<file path="config.mk">
export PLATFORM = sky130hd
export DESIGN_NAME = booth_pp_accumulator_flat
export DESIGN_NICKNAME = d
export VERILOG_FILES = /design/src/rtl/booth_pkg.sv /design/src/rtl/booth_pp_accumulator_if.sv /design/src/rtl/booth_pp_extend.sv /design/src/rtl/booth_pp_accumulator.sv /design/src/flat_wrapper.sv
export SDC_FILE = /design/constraint.sdc
export NUM_CORES = 1
export LEC_CHECK = 0
export BUFFER_PORTS_ARGS = -buffer_cell sky130_fd_sc_hd__buf_2
export CORE_AREA = 3 3 92 103
export DETAILED_ROUTE_END_ITERATION = 16
export DIE_AREA = 0 0 95 106
export HOLD_SLACK_MARGIN = 0.08
export PLACE_DENSITY = 0.77
export SYNTH_ARGS = -nofsm -noshare
export SYNTH_HDL_FRONTEND = slang
export SYNTH_SLANG_ARGS = --single-unit
</file>
<file path="constraint.sdc">
create_clock -name clk -period 5.49 [get_ports clk]
set_input_delay 0.549 -clock clk [delete_from_list [all_inputs] [get_ports clk]]
set_output_delay 0.549 -clock clk [all_outputs]
set_load 0.005 [all_outputs]
</file>
<file path="src/rtl/booth_pkg.sv">
// Shared widths and FSM state encoding for the radix-4 Booth partial-product accumulator.
package booth_pkg;
    localparam int NUM_PP = 5;
    localparam int PP_W   = 9;
    localparam int ACC_W  = 18;
    localparam int PROD_W = 16;
    localparam int IDX_W  = 3;

    typedef enum logic [1:0] {
        IDLE = 2'd0,
        ACC  = 2'd1,
        DONE = 2'd2
    } state_t;
endpackage

</file>
<file path="src/rtl/booth_pp_accumulator_if.sv">
// Partial-product input handshake and product output handshake of the Booth accumulator.
interface booth_pp_accumulator_if;
    import booth_pkg::*;

    logic                     in_valid;
    logic                     in_ready;
    logic [NUM_PP*PP_W-1:0]   pp_in;
    logic [NUM_PP-1:0]        booth_single;
    logic [NUM_PP-1:0]        booth_double;
    logic [NUM_PP-1:0]        booth_negtive;
    logic                     signed_mpy;
    logic                     mcand_msb;
    logic [PROD_W-1:0]        product;
    logic                     out_valid;
    logic                     out_ready;

    modport master (
        output in_valid, pp_in, booth_single, booth_double, booth_negtive,
               signed_mpy, mcand_msb, out_ready,
        input  in_ready, product, out_valid
    );

    modport slave (
        input  in_valid, pp_in, booth_single, booth_double, booth_negtive,
               signed_mpy, mcand_msb, out_ready,
        output in_ready, product, out_valid
    );
endinterface

</file>
<file path="src/rtl/booth_pp_extend.sv">
// Sign-extends one Booth partial product to accumulator width and folds in the +1 of its negation.
module booth_pp_extend
    import booth_pkg::*;
(
    input  logic [PP_W-1:0]  pp,
    input  logic             single,
    input  logic             double,
    input  logic             neg,
    input  logic             signed_mpy,
    input  logic             mcand_msb,
    output logic [ACC_W-1:0] term
);
    logic ext;

    // A selected negative signed multiplicand carries a set sign bit, which negation flips.
    assign ext  = neg ^ (signed_mpy & mcand_msb & (single | double));
    assign term = {{(ACC_W-PP_W){ext}}, pp} + ACC_W'(neg);
endmodule

</file>
<file path="src/rtl/booth_pp_accumulator.sv">
// Serially sums five radix-4 Booth partial products into a 16-bit product, one per cycle.
// state | meaning
// IDLE  | ready for a new partial-product set
// ACC   | adding term(idx), idx = 0..4
// DONE  | product valid, waiting for out_ready
module booth_pp_accumulator
    import booth_pkg::*;
(
    input  logic                   clk,
    input  logic                   reset,
    booth_pp_accumulator_if.slave  bus
);
    state_t                  state;
    logic [IDX_W-1:0]        idx;
    logic [ACC_W-1:0]        acc;
    logic [NUM_PP*PP_W-1:0]  pp_r;
    logic [NUM_PP-1:0]       single_r;
    logic [NUM_PP-1:0]       double_r;
    logic [NUM_PP-1:0]       neg_r;
    logic                    signed_r;
    logic                    msb_r;
    logic                    in_ready_r;
    logic                    out_valid_r;

    logic [PP_W-1:0]         pp_sel;
    logic                    single_sel;
    logic                    double_sel;
    logic                    neg_sel;
    logic [ACC_W-1:0]        term;
    logic [ACC_W-1:0]        term_shifted;
    logic [IDX_W:0]          shamt;

    always_comb begin
        pp_sel     = '0;
        single_sel = 1'b0;
        double_sel = 1'b0;
        neg_sel    = 1'b0;
        case (idx)
            3'd0: begin pp_sel = pp_r[8:0];   single_sel = single_r[0]; double_sel = double_r[0]; neg_sel = neg_r[0]; end
            3'd1: begin pp_sel = pp_r[17:9];  single_sel = single_r[1]; double_sel = double_r[1]; neg_sel = neg_r[1]; end
            3'd2: begin pp_sel = pp_r[26:18]; single_sel = single_r[2]; double_sel = double_r[2]; neg_sel = neg_r[2]; end
            3'd3: begin pp_sel = pp_r[35:27]; single_sel = single_r[3]; double_sel = double_r[3]; neg_sel = neg_r[3]; end
            3'd4: begin pp_sel = pp_r[44:36]; single_sel = single_r[4]; double_sel = double_r[4]; neg_sel = neg_r[4]; end
            default: ;
        endcase
    end

    booth_pp_extend u_extend (
        .pp         (pp_sel),
        .single     (single_sel),
        .double     (double_sel),
        .neg        (neg_sel),
        .signed_mpy (signed_r),
        .mcand_msb  (msb_r),
        .term       (term)
    );

    // Digit i has weight 4^i; bits pushed past the accumulator top are dropped.
    assign shamt        = {idx, 1'b0};
    assign term_shifted = term << shamt;

    always_ff @(posedge clk) begin
        if (reset) begin
            state       <= IDLE;
            idx         <= '0;
            acc         <= '0;
            pp_r        <= '0;
            single_r    <= '0;
            double_r    <= '0;
            neg_r       <= '0;
            signed_r    <= 1'b0;
            msb_r       <= 1'b0;
            in_ready_r  <= 1'b1;
            out_valid_r <= 1'b0;
        end else begin
            case (state)
                IDLE: begin
                    if (bus.in_valid) begin
                        pp_r       <= bus.pp_in;
                        single_r   <= bus.booth_single;
                        double_r   <= bus.booth_double;
                        neg_r      <= bus.booth_negtive;
                        signed_r   <= bus.signed_mpy;
                        msb_r      <= bus.mcand_msb;
                        acc        <= '0;
                        idx        <= '0;
                        state      <= ACC;
                        in_ready_r <= 1'b0;
                    end
                end
                ACC: begin
                    acc <= acc + term_shifted;
                    idx <= idx + 3'd1;
                    if (idx == IDX_W'(NUM_PP-1)) begin
                        state       <= DONE;
                        out_valid_r <= 1'b1;
                    end
                end
                DONE: begin
                    if (bus.out_ready) begin
                        state       <= IDLE;
                        out_valid_r <= 1'b0;
                        in_ready_r  <= 1'b1;
                    end
                end
                default: begin
                    state       <= IDLE;
                    out_valid_r <= 1'b0;
                    in_ready_r  <= 1'b1;
                end
            endcase
        end
    end

    assign bus.in_ready  = in_ready_r;
    assign bus.out_valid = out_valid_r;
    assign bus.product   = acc[PROD_W-1:0];
endmodule

</file>
<file path="src/flat_wrapper.sv">
// flat-port wrapper written by rule: the top's interface ports become plain ports
module booth_pp_accumulator_flat import booth_pkg::*;
  (clk, reset, bus_in_valid, bus_pp_in, bus_booth_single, bus_booth_double, bus_booth_negtive, bus_signed_mpy, bus_mcand_msb, bus_out_ready, bus_in_ready, bus_product, bus_out_valid);
  booth_pp_accumulator_if bus_i ();
  input  logic clk;
  input  logic reset;
  input wire logic [$bits(bus_i.in_valid)-1:0] bus_in_valid;
  input wire logic [$bits(bus_i.pp_in)-1:0] bus_pp_in;
  input wire logic [$bits(bus_i.booth_single)-1:0] bus_booth_single;
  input wire logic [$bits(bus_i.booth_double)-1:0] bus_booth_double;
  input wire logic [$bits(bus_i.booth_negtive)-1:0] bus_booth_negtive;
  input wire logic [$bits(bus_i.signed_mpy)-1:0] bus_signed_mpy;
  input wire logic [$bits(bus_i.mcand_msb)-1:0] bus_mcand_msb;
  input wire logic [$bits(bus_i.out_ready)-1:0] bus_out_ready;
  output wire logic [$bits(bus_i.in_ready)-1:0] bus_in_ready;
  output wire logic [$bits(bus_i.product)-1:0] bus_product;
  output wire logic [$bits(bus_i.out_valid)-1:0] bus_out_valid;
  assign bus_i.in_valid = bus_in_valid;
  assign bus_i.pp_in = bus_pp_in;
  assign bus_i.booth_single = bus_booth_single;
  assign bus_i.booth_double = bus_booth_double;
  assign bus_i.booth_negtive = bus_booth_negtive;
  assign bus_i.signed_mpy = bus_signed_mpy;
  assign bus_i.mcand_msb = bus_mcand_msb;
  assign bus_i.out_ready = bus_out_ready;
  assign bus_in_ready = bus_i.in_ready;
  assign bus_product = bus_i.product;
  assign bus_out_valid = bus_i.out_valid;
  booth_pp_accumulator u_core (.clk(clk), .reset(reset), .bus(bus_i));
endmodule
</file>
==> impl_metrics.py <==
metrics = {
    "drt": {
        "dr.max_layer_used": "met4",
        "dr.pass1.iters": 7,
        "vias_per_cell": 5.71,
        "antenna_left": 0,
        "wire_per_inst_um": 14.7,
        "drc": 0,
        "route.met2.wl_um": 5730,
        "route.met3.wl_um": 507,
        "vias": 4508,
        "dr.first_iter.drc_count": 296,
        "routed_wl_um": 11600,
        "met1_length_um": 5170,
    },
    "floorplanning": {
        "design.core.area_um2": 8450,
        "die_w_um": 95,
        "rows": 35,
        "fp.dieH_um": 106,
        "start_util": 0.550,
        "die-area_um2": 10100,
        "ios": 84,
    },
    "logic_synthesis": {
        "synth_warnings": 0,
        "synthTopCellsByCount": "nand2_1, a21oi_1, dfxtp_1, clkbuf_1, nor2_1",
        "yosys.area.top_type": "dfxtp_1",
        "synthCells": 615,
        "synthTopCellsByArea": "dfxtp_1, nand2_1, a21oi_1",
        "synthArstFlopShare": 0,
        "avgSynthCellArea_um2": 7.56,
        "synth_area_um2": 4650,
        "syn-num-nets": 705,
        "synth_cell_types": 57,
        "ys.flop_type": "dfxtp_1",
        "netlist.area_leader.share": 0.366,
        "seq_area_frac_synth": 0.366,
        "ys_ff_latch": 85,
        "synth.most_common_cell": "nand2_1",
        "synth_edf_count": 0,
    },
    "clocking": {
        "cts_sinks": 85,
        "cts_hold_buf": 0,
        "h-tree-depth": 3,
        "insertion_delay_ps": 360,
        "cts_resized": 0,
        "clk_path_buf_depth": 2,
        "path_clk_slew_ps": 90,
        "tritoncts": "done",
        "cts_setup_buffers": 0,
        "cts_buffers": 9,
        "root_buffer": "clkbuf_8",
    },
    "setup_path": {
        "critPathArrivalTime_ps": 5280,
        "r2r-start": "u_core.idx[0]",
        "crit_path_end_kind": "flip-flop",
        "cp-start-kind": "flip-flop",
        "worstSetupStartpoint": "u_core.idx[0]",
        "cp.required_ps": 5790,
        "crit_type": "flip-flop to flip-flop",
        "worstPathMaxFanout": 11,
        "r2r_cells": 23,
    },
    "job": {
        "drv_cap": 0,
    },
    "power": {
        "pwr-share-comb": 0.190,
        "seq_power_share": 0.486,
        "power_frac_clock": 0.324,
        "vdd_drop_max_uv": 156,
        "intPower_mw": 0.970,
        "p_sw_mw": 0.418,
        "powerDensity_nw_per_um2": 263,
        "p_leak_nw": 2.22,
        "switching_share": 0.301,
    },
    "sta": {
        "hold_viol": 0,
        "slew_viol_final": 0,
        "fmax_ghz": 0.201,
        "skew_ps": 7.54,
        "rsz0062_at_grt": "false",
        "relSlewSlack": 0.376,
        "hold_slack_ps": 418,
        "fin_crit_ps": 4970,
        "setup_viol": 0,
        "worst_pin_slew_ps": 937,
        "finalCritPeriodShare": 0.906,
        "setup_slack_ps": 518,
        "tns_ps": 0,
    },
    "placed_design": {
        "dpl_cell_area_um2": 5090,
        "place.gp.congestion": 0.923,
        "io_buffers": 83,
        "post-place-ws_ps": 610,
        "dp.final_hpwl_um": 8310,
    },
    "cells_and_area": {
        "synthToLayoutAreaGrowth_pct": 13.7,
        "final_design_area_no_fill_um2": 5280,
        "n_antenna_cell": 0,
        "layout-drive-gt1-share": 0.172,
        "final_util": 0.625,
        "nets": 765,
    },
    "hold_path": {
        "hp-start": "bus_pp_in[24]",
        "holdPathStages": 3,
        "worstHoldPathType": "input port to flip-flop",
    },
    "outcome": {
        "status": "finished, final reports clean",
    },
    "global_route": {
        "grt_overflow": 0,
        "grt_pass1_vias": 4319,
        "grt_first_pass_wirelength_um": 19600,
        "antenna_found_initial": 0,
        "grt_max_degree": 90,
        "grt_usage": 0.237,
    },
}
==> metal layers <==
layer	vias up	GRT usage
met5	-	0
met4	0	0.0711
met3	17	0.0368
met2	120	0.399
met1	2096	0.311
li1	2275	-
==> metrics by stage <==
stage	instances	total power, mW
6_report	790	1.39
5_1_grt	790	1.46
4_1_cts	790	1.39
3_5_place_dp	775	0.951
3_3_place_gp	775	0.943
2_1_floorplan	615	0.871
==> power groups by stage <==
stage               Sequential (mW)  Clock, mW  Combinational (mW)
floorplan                     0.682          0               0.189
detailed placement            0.688          0               0.262
global route                  0.679      0.481               0.299
CTS                           0.674      0.457               0.263
finish                        0.675      0.450               0.263
global placement              0.688          0               0.256
==> cell usage in the layout (no fill, tap or decap), drive strengths merged, types with 3 or more instances in the layout <==
cell type,instances
a211o,3
clkinv,3
and2,3
a21o,6
o21bai,5
nor3,11
nor2b,4
o211ai,4
nor2,31
inv,7
xnor2,11
a222oi,7
dfxtp,85
buf,92
o22ai,4
a21oi,102
clkbuf,9
xor2,6
nand2b,3
nand2,158
a22oi,3
o21ai,22
mux2i,7
nand3,25
ha,23
a31oi,4
a32oi,9
==> final cells by class <==
| cell class | count | area (um^2) |
|---|---|---|
| sequential | 85 | 1700 |
| clock inverter | 6 | 71.3 |
| timing repair buffer | 92 | 483 |
| fill | 796 | 3170 |
| inverter | 7 | 26.3 |
| tap | 111 | 139 |
| clock buffer | 9 | 124 |
| multi-input combinational | 480 | 2740 |
==> cell families (layout without fill, tap and decap cells) <==
logic type,after synthesis,after routing,share of synthesized area
XOR/XNOR,17,17,0.0320
multiplexers,7,7,0.0151
AO/OA/AOI/OAI,182,182,0.242
buffers and inverters,50,114,0.0455
adder cells (fa/ha/maj),24,24,0.0662
flip-flops,85,85,0.366
AND/OR/NAND/NOR,250,250,0.233
==> critical path, cell delays in order (launching register included) <==
cell and delay, ps:
dfxtp_1 340, clkinv_1 260, ha_1 450, a222oi_1 390, o21ai_1 150, ha_1 260
ha_1 230, nand4_2 110, inv_1 80, a21oi_1 160, o21ai_0 100, o311a_1 130
mux2i_1 150, o22ai_1 90, ha_1 400, a21oi_1 120, o21ai_0 270, nand3_1 110
nand2_1 70, a41oi_1 50, a211o_1 330, or4_1 410, a21o_1 170, nand3_1 70
==> worst paths after layout <==
check,endpoint,slack [ps]
setup reg to reg,u_core.acc[15],520
hold reg to reg,u_core.double_r[4],460
hold / removal,u_core.pp_r[24],420
setup / recovery,u_core.acc[15],520
==> flip-flops by register name, summed over array words and instances (netlist names) <==
| register | flops |
|---|---|
| u_core.signed_r | 1 |
| u_core.bus.in_ready | 1 |
| u_core.pp_r | 45 |
| u_core.neg_r | 5 |
| u_core.msb_r | 1 |
| u_core.state | 2 |
| u_core.idx | 3 |
| u_core.double_r | 5 |
| u_core.bus.out_valid | 1 |
| u_core.acc | 16 |
| u_core.single_r | 5 |
Power figures use the tool's default switching activity.
